[config.mk]
export PLATFORM = sky130hd
export DESIGN_NAME = crtc_line_timing
export DESIGN_NICKNAME = d
export VERILOG_FILES = /design/src/rtl/crtc_pkg.sv /design/src/rtl/crtc_line_timing.sv
export SDC_FILE = /design/constraint.sdc
export NUM_CORES = 1
export LEC_CHECK = 0
export CAP_MARGIN = 5
export CORE_ASPECT_RATIO = 1.75
export CORE_MARGIN = 2
export CORE_UTILIZATION = 30
export CTS_CLUSTER_SIZE = 14
export DETAILED_ROUTE_END_ITERATION = 8
export GPL_TIMING_DRIVEN = 0
export MAX_ROUTING_LAYER = met4
export PLACE_DENSITY = 0.68
export SETUP_SLACK_MARGIN = 0.2
export SLEW_MARGIN = 10
export SYNTH_ARGS = -nofsm -noshare
export SYNTH_HDL_FRONTEND = slang
export SYNTH_SLANG_ARGS = --single-unit
[constraint.sdc]
create_clock -name clk -period 1.87 [get_ports clk]
set_clock_uncertainty 0.15 [all_clocks]
set_input_delay 0.374 -clock clk [delete_from_list [all_inputs] [get_ports clk]]
set_output_delay 0.374 -clock clk [all_outputs]
set_load 0.03 [all_outputs]
[src/rtl/crtc_pkg.sv]
// -----------------------------------------------------------------------------
// crtc_pkg
// Shared definitions for the CRTC timing chain.
//   crtc_state_t     - per-axis line state (ACTIVE, FRONT, SYNC, BACK)
//   H_* constants    - 640x480 horizontal timing, used as the DEF_* defaults
//   V_* constants    - 640x480 vertical timing, for the vertical instance
//   crtc_next_state  - prioritised state transition used by crtc_line_timing
// -----------------------------------------------------------------------------
package crtc_pkg;

    typedef enum logic [1:0] {
        ST_ACTIVE = 2'd0,
        ST_FRONT  = 2'd1,
        ST_SYNC   = 2'd2,
        ST_BACK   = 2'd3
    } crtc_state_t;

    // 640x480 horizontal: 640 active, 16 front porch, 96 sync, 48 back porch.
    localparam int H_FP_START   = 640;
    localparam int H_SYNC_START = 656;
    localparam int H_SYNC_END   = 752;
    localparam int H_TOTAL      = 799;

    // 640x480 vertical: 480 active, 10 front porch, 2 sync, 33 back porch.
    localparam int V_FP_START   = 480;
    localparam int V_SYNC_START = 490;
    localparam int V_SYNC_END   = 492;
    localparam int V_TOTAL      = 524;

    // Transition rules in priority order. A rule whose source state does not
    // match falls through to the lower-priority rules, so e.g. a sync-end
    // match outside SYNC never blocks a sync-start match on the same count.
    // The count==0 rule wins from any state, which is what pulls an illegally
    // programmed axis back to ACTIVE at the start of every line.
    function automatic crtc_state_t crtc_next_state(
        input crtc_state_t cur,
        input logic        at_zero,
        input logic        at_send,
        input logic        at_sync,
        input logic        at_fp
    );
        crtc_state_t nxt;
        nxt = cur;
        if (at_zero)
            nxt = ST_ACTIVE;
        else if (at_send && (cur == ST_SYNC))
            nxt = ST_BACK;
        else if (at_sync && ((cur == ST_ACTIVE) || (cur == ST_FRONT)))
            nxt = ST_SYNC;
        else if (at_fp && (cur == ST_ACTIVE))
            nxt = ST_FRONT;
        return nxt;
    endfunction

endpackage

[src/rtl/crtc_line_timing.sv]
// -----------------------------------------------------------------------------
// crtc_line_timing
// Timing decode for one CRTC axis. Sits after a loadable up-counter, decodes
// its count into sync / blank / line_end, and drives the counter's load/value
// so the count runs 0..total and wraps.
//
// Ports
//   clk         clock
//   reset       asynchronous, active-high reset
//   count       current count from the up-counter
//   fp_start    programmed first non-active count
//   sync_start  programmed first sync count
//   sync_end    programmed first count after sync
//   total       programmed last count of the line
//   load        to counter load (combinational, high on the last count)
//   value       to counter value (constant 0)
//   sync        sync pulse at SYNC_ACTIVE level (registered)
//   blank       1 outside the active region (registered)
//   line_end    one-clock pulse per line, coincident with count 0 (registered)
//
// sync and blank lag count by one clock: the outputs in cycle t+1 describe
// the count sampled in cycle t.
// -----------------------------------------------------------------------------
module crtc_line_timing
    import crtc_pkg::*;
#(
    parameter int WIDTH          = 11,
    parameter bit SYNC_ACTIVE    = 1'b0,
    parameter int DEF_FP_START   = H_FP_START,
    parameter int DEF_SYNC_START = H_SYNC_START,
    parameter int DEF_SYNC_END   = H_SYNC_END,
    parameter int DEF_TOTAL      = H_TOTAL
) (
    input  logic             clk,
    input  logic             reset,
    input  logic [WIDTH-1:0] count,
    input  logic [WIDTH-1:0] fp_start,
    input  logic [WIDTH-1:0] sync_start,
    input  logic [WIDTH-1:0] sync_end,
    input  logic [WIDTH-1:0] total,
    output logic             load,
    output logic [WIDTH-1:0] value,
    output logic             sync,
    output logic             blank,
    output logic             line_end
);

    // Shadow copies of the programmed timing; only updated at the wrap so a
    // line is always decoded against one consistent set of values.
    logic [WIDTH-1:0] fp_sh;
    logic [WIDTH-1:0] sync_sh;
    logic [WIDTH-1:0] send_sh;
    logic [WIDTH-1:0] tot_sh;

    logic        at_total;
    crtc_state_t state;
    crtc_state_t state_nxt;

    assign at_total = (count == tot_sh);

    // Must stay combinational: the counter reloads on the same edge it shows
    // tot_sh, giving exactly tot_sh+1 counts per line.
    assign load  = at_total;
    assign value = '0;

    always_ff @(posedge clk or posedge reset) begin
        if (reset) begin
            fp_sh   <= WIDTH'(DEF_FP_START);
            sync_sh <= WIDTH'(DEF_SYNC_START);
            send_sh <= WIDTH'(DEF_SYNC_END);
            tot_sh  <= WIDTH'(DEF_TOTAL);
        end else if (at_total) begin
            fp_sh   <= fp_start;
            sync_sh <= sync_start;
            send_sh <= sync_end;
            tot_sh  <= total;
        end
    end

    always_comb begin
        state_nxt = crtc_next_state(state,
                                    count == '0,
                                    count == send_sh,
                                    count == sync_sh,
                                    count == fp_sh);
    end

    // State and its decoded outputs are registered together so blank/sync
    // come straight from flops and cannot glitch on a state change.
    always_ff @(posedge clk or posedge reset) begin
        if (reset) begin
            state    <= ST_BACK;
            blank    <= 1'b1;
            sync     <= ~SYNC_ACTIVE;
            line_end <= 1'b0;
        end else begin
            state    <= state_nxt;
            blank    <= (state_nxt != ST_ACTIVE);
            sync     <= (state_nxt == ST_SYNC) ? SYNC_ACTIVE : ~SYNC_ACTIVE;
            line_end <= at_total;
        end
    end

endmodule

==> results of run 1 <==
-- final cells by class --
type                    count  area share, %
well taps                  92           2.92
repair buffers             68           20.3
clock buffers               7           3.62
multi-input cells         128           33.9
inverters                   2          0.190
plain buffers              26           6.50
clock inverters             1          0.761
flip-flops and latches     49           31.7
-- worst max-delay path: stages (launching register included) --
cell	delay (ns)
dfstp_2	0.55
xnor2_2	0.11
nand4_1	0.15
nor3_4	0.27
buf_6	0.14
buf_6	0.12
-- stage by stage --
step | total power, mW | TNS, ns | util (%) | instances | area, µm²
CTS | 2.50 | -8.17 | 46.2 | 366 | 3790
detailed placement | 1.44 | -15.81 | 41.0 | 347 | 3360
global route | 2.57 | -11.72 | 48.1 | 373 | 3950
finish | 2.49 | -8.78 | 48.1 | 373 | 3950
global placement | 1.43 | -42.72 | 40.7 | 346 | 3340
floorplan | 1.29 | -4.69 | - | 205 | 2730
-- worst max path at each step --
stage,start,end,slack (ns),cells past startpoint
floorplan,count[5],tot_sh[5],-0.15,6
global route,tot_sh[2],load,-0.35,5
global placement,count[8],load,-0.97,6
CTS,tot_sh[2],load,-0.27,5
detailed placement,count[8],load,-0.98,6
finish,tot_sh[2],load,-0.28,5
-- layer usage --
layer | vias to the layer above | share of wire, %
met2 | 61 | 56
met4 | 0 | 3.9
li1 | 813 | -
met1 | 835 | 36
met5 | - | 0
met3 | 20 | 4.2
-- logic make-up (layout without fill, tap and decap cells) --
| logic type | Yosys count | count (layout) | share of synthesized area [%] |
|---|---|---|---|
| AND/OR/NAND/NOR | 23 | 23 | 5.83 |
| XOR/XNOR | 44 | 44 | 15.4 |
| multiplexers | 44 | 44 | 19.7 |
| flip-flops | 49 | 49 | 49.9 |
| other | 1 | 11 | 0.149 |
| buffers and inverters | 28 | 104 | 7.38 |
| AO/OA/AOI/OAI | 6 | 6 | 1.65 |
-- registers in the layout (all words and copies together) (netlist names) --
register  count
send_sh      11
fp_sh        11
sync          1
state         2
tot_sh       11
blank         1
line_end      1
sync_sh      11
-- synth_stat cells, types with 4 or more instances --
master    count  area share (%)
dfrtp_1      28              28
dfstp_2      21              22
mux2_2       41              18
buf_6         4             1.8
nand4_1       4             1.0
xor2_1       25             8.7
xnor2_1      19             6.6
clkbuf_1      4            0.60
buf_2         7             1.4
nor4_1        8             2.0
buf_4        11             3.3
nand3_1       4            0.80
-- power by group through the flow --
stage	Combinational, mW	Clock (mW)	Sequential [mW]
2_1_floorplan	0.175	0	1.12
3_3_place_gp	0.311	0	1.11
3_5_place_dp	0.320	0	1.11
4_1_cts	0.325	1.08	1.10
5_1_grt	0.355	1.12	1.10
6_report	0.331	1.06	1.10
-- what timing repair did --
action	CTS	global route
gates resized for setup	38	13
endpoints found under the hold margin	0	0
setup buffers	8	6
pin swaps	4	3
setup endpoints to repair	51	49
cloned	3	1
hold buffers	0	0
==> impl_results.md, run 1 <==
* Worst hold path class: input pin to asynchronous set/reset pin
* Gr busiest metal: met2
* CTS tree: built
* Worst Setup End Kind: output port
* ANT cells at 0
* TritonCTS Sinks at a little under 50
* Final WL at about 6.3 mm
* Least-Margin Pin Slew at between 0.6 and 0.7 ns
* Clk Latency, worst-skew pair at 0.29 ns
* M3 GR Usage at between 3 and 4%
* Post-DR vias/cell at 4.64
* Wirelength per Cell at approximately 17 µm
* Warnings, synthesis at 0
* Synth unique cells at 27
* Leak Pwr at approximately 1.8 nW
* Area of the multi-input gates at about 1300 µm²
* Fin nets at roughly 340
* Starting DRT DRC Count at 54
* Commonest non-fill, non-tap cell in the layout: clkdlybuf4s50_1
* Main synth FF type: dfrtp_1
* Setup WS post-layout at -0.285 ns
* Fraction of layout cells with a size suffix above 1 at between 40% and 50%
* Number of synthesized flops with an enable pin at 0
* Crit path DAT at 1.63 ns
* Int Pwr at 1.94 mW
* Setup CP Type: flop to output port
* Die Y at around 130 µm
* Tot GR Track Use at 15.0%
* Max Slew Vio Count at 0
* 1st-pass router iterations at 4
* Synthesized area per cell at 12.9 µm²
* Largest net degree at the start of global routing at 29
* R2r startpoint: tot_sh[2]
* Initial Util at between 30% and 40%
* Combinational Power Share at around an eighth
* Number of I/O pins at 72
* Async SR Flop Fraction at 100%
* Worst EP required at 1.35 ns
* Vias in the first global route at between 1.5k and 2k
* Clk pwr share at ~43%
* Hold_ws at roughly 0.32 ns
* Commonest cells after routing, fill and taps aside: 45 x clkdlybuf4s50_1, 44 x mux2_4, 28 x dfrtp_1
* PD cells at between 600 and 700 nW/µm²
* Max VDD drop at roughly 0.00041 V
* Post-Syn Area at about 2500 µm²
* Total congestion overflow at 0
* TritonCTS Buffers at 5
* GPL Wtd Cong at between 0.7 and 0.8
* Sw Ratio at a little over a fifth
* Residual DRC at 0
* Initial antenna violation count at 0
* Length in cells of the worst reg-to-reg path at 8
* CP Launch Type: flop
* Core area at 8200 µm²
* Worst-path clk slew at about 0.060 ns
* # port buffers at 49
* Layout filler cell count at 711
* Post-synthesis sequential area ratio at around half
* R2r endpoint: fp_sh[0]
* Routed vias at approximately 1.7k
* Row count at 44
* Failing checks: negative setup slack
* Tmin final at roughly 2.2 ns
* DP HPWL at between 4 and 5 mm
* Seq pwr share at between 40% and 50%
* Register area at ~1300 µm²
* Status: finished, violations left
* H-tree levels at 2
* Final setup viols at 45
* Cells after Synth at approximately 200
* Die ar. at 9140 µm²
* Max Clk Rate at 464 MHz
* RSZ-0062 raised after global routing: true
* Met2 usage at about a quarter
* Met1 Use GR at between 10% and 20%
* Final hold viol count at 0
* Die W at ~73 µm
* First-pass GRT wire length at approximately 9.8 mm
* Pre-CTS WS at -0.981 ns
* Max Cap Viol at 0
* Reg2reg setup slack at -0.27 ns
* Post-synthesis register bit count at 49
* Tcrit/Tclk final at 115%
* Routed Antenna Nets at 0
* Psw at roughly 0.55 mW
* Worst Path Max Fanout at 2
* Layout area overhead at 57.2%
* Worst slew margin at around 59%
* Clock root cell: clkbuf_16
* Max Root-Sink Buffers at 2
Note: power is estimated with default switching activity, not from simulation.
==> inputs of run 2 (changes only) <==
Settings changed: CTS_CLUSTER_DIAMETER from default to 50.
==> results of run 2 <==
The final DEF is identical to that of run 1; final timing and power are the same.
==> inputs of run 3 (changes only) <==
Settings changed: CORE_MARGIN 2 to 4, CORE_UTILIZATION 30 to 43, PLACE_DENSITY 0.68 to 0.87.
==> run 3 against run 2 <==
  * The run still ends with negative setup slack left
  * Sequential power is essentially flat
  * First-iteration DRC count up 87%
  * Count of clock-buffer cells in the layout is 1 higher
  * Maximum frequency shrank 1.5%
  * Die area decreased by 22%
  * Global-route usage increased by 3.0 points
  * Hold slack got worse by 0.041 ns
  * Power down 16%
  * Critical path type unchanged
  * Critical endpoint unchanged
  * Largest power group unchanged
==> impl_results.md, run 3 (same netlist as run 1, synthesis figures left out) <==
* Status: finished, violations left
* Failing checks: negative setup slack
* ANT cells at 0
* Post-DR vias/cell at between 5 and 6
* RSZ-0062 raised after global routing: true
* Length in cells of the worst reg-to-reg path at 7
* Psw at between 0.5 and 0.6 mW
* CTS tree: built
* # port buffers at 49
* Vias in the first global route at approximately 1.9k
* Worst path slowest cell: dfstp_2
* Tcrit/Tclk final at 117%
* Setup crit start: tot_sh[2]
* Worst EP required at 1.35 ns
* Tot GR Track Use at between 10% and 20%
* Fraction of layout cells with a size suffix above 1 at a little under half
* Util after Layout at 66.9%
* Worst Path Max Fanout at 2
* Tmin final at between 2 and 2.5 ns
* Final WL at between 6 and 7 mm
* TritonCTS Sinks at 49
* Most frequent CP cell: buf_6
* Residual DRC at 0
* CP Launch Type: flop
* Layout area overhead at 50.1%
* Seq pwr share at between 50% and 60%
* Wirelength per Cell at 18.9 µm
* Clock root cell: clkbuf_8
* Worst Setup End Kind: output port
* Worst-path clk slew at approximately 0.080 ns
* Setup CP Type: flop to output port
* Total congestion overflow at 0
* R2r endpoint: sync_sh[3]
* Fin nets at between 300 and 400
* Reg2reg setup slack at -0.28 ns
* Max Clk Rate at roughly 460 MHz
* GPL Wtd Cong at ~0.80
* Int Pwr at approximately 1.6 mW
* Fin cells at 353
* TritonCTS Buffers at 5
* H-tree levels at 2
* Max Root-Sink Buffers at 2
* Routed vias at approximately 1.8k
* Largest net degree at the start of global routing at 27
* Final Instance Area at roughly 3800 µm²
* Worst hold path class: input pin to asynchronous set/reset pin
* Commonest non-fill, non-tap cell in the layout: clkdlybuf4s50_1
* Number of I/O pins at 72
* R2r startpoint: tot_sh[2]
* Initial Util at between 40% and 50%
* Max Cap Viol at 0
* Row count at 36
* Max VDD drop at 0.000544 V
* Starting DRT DRC Count at 101
* Die Y at approximately 110 µm
* 1st-pass router iterations at 4
* Core area at about 5600 µm²
* Placed cells at 331
* Die ar. at slightly above 7000 µm²
* Clk Latency, worst-skew pair at about 0.3 ns
* Sw Ratio at between 20% and 30%
* Overall Power at about 2.1 mW
* Worst-path cell chain: xnor2_2, nand4_1, nor3_4, buf_6, buf_6
* Placed Area at ~3300 µm²
* Leak Pwr at between 1.5 and 2 nW
* Combinational Power Share at 16.1%
* Least-Margin Pin Slew at between 0.5 and 0.6 ns
* Max Slew Vio Count at 0
* Crit path DAT at about 1.7 ns
* First-pass GRT wire length at between 9 and 10 mm
* Initial antenna violation count at 0
* Die W at approximately 66 µm
* Clk pwr share at 31.2%
* Routed Antenna Nets at 0
* Final hold viol count at 0
* DP HPWL at between 4 and 5 mm
* Final setup viols at 45
* Worst slew margin at roughly 64%
* Setup WS post-layout at -0.317 ns
* CP peak stage delay at between 0.5 and 0.6 ns
* Commonest cells after routing, fill and taps aside: 45 x clkdlybuf4s50_1, 39 x mux2_4, 28 x dfrtp_1
* PD cells at between 500 and 600 nW/µm²
[run 3: cell types whose count changed in the layout (fill, tap and decap cells not counted), sizes merged]
cell	delta
buf	-7
bufinv	-1
clkbuf	+4
[run 3: worst max-delay path: cells and delay by family, from the launching register on]
kind,cells,cell delay (ns)
buf+inv,2,0.26
xor+xnor,1,0.11
flops,1,0.56
simple gates,2,0.44
[run 3: layout make-up]
class / count / area [µm²]
inverters: 2 / 7.51
clock buffers: 8 / 90.1
fillers: 399 / 1860
well taps: 76 / 95.1
flip-flops and latches: 49 / 1250
plain buffers: 26 / 256
multi-input cells: 128 / 1330
repair buffers: 64 / 739
[run 3: worst max path at each step]
| stage | end | depth (start not counted) |
|---|---|---|
| after floorplan | tot_sh[5] | 6 |
| after global placement | load | 6 |
| after detailed placement | load | 6 |
| after CTS | load | 5 |
| after global routing | load | 5 |
| final | load | 5 |
[run 3: per-stage QoR]
stage          worst slack (ns)  hold WS, ns  TNS, ns
3_3_place_gp             -0.952        0.360   -38.23
4_1_cts                  -0.254        0.280    -6.31
6_report                 -0.317        0.284   -10.56
3_5_place_dp              -1.02        0.366   -17.77
5_1_grt                  -0.389        0.324   -13.41
2_1_floorplan            -0.148        0.351    -4.69
[run 3: routing by layer]
metal  vias up  wire [µm]  part of all wire (%)  GRT usage (%)
met5         -          0                     0              -
met4         0        275                   4.1           8.16
met3        27        350                   5.2           2.27
met2        84       3630                    54           31.7
met1       913       2430                    36           19.9
li1        805          -                     -              -
[run 3: timing repair]
action | 4_1_cts | 5_1_grt
endpoints found under the hold margin | 0 | 0
gates resized for setup | 23 | 20
hold buffers | 0 | 0
gates cloned | 1 | 4
buffers inserted | 4 | 5
setup endpoints to repair | 52 | 50
pin swaps | 4 | 5
[run 3: power by group through the flow]
stage	Combinational, mW	Sequential (mW)	Clock [mW]
global placement	0.305	1.11	0
floorplan	0.175	1.12	0
finish	0.336	1.10	0.651
global route	0.356	1.10	0.691
detailed placement	0.317	1.12	0
CTS	0.322	1.10	0.649
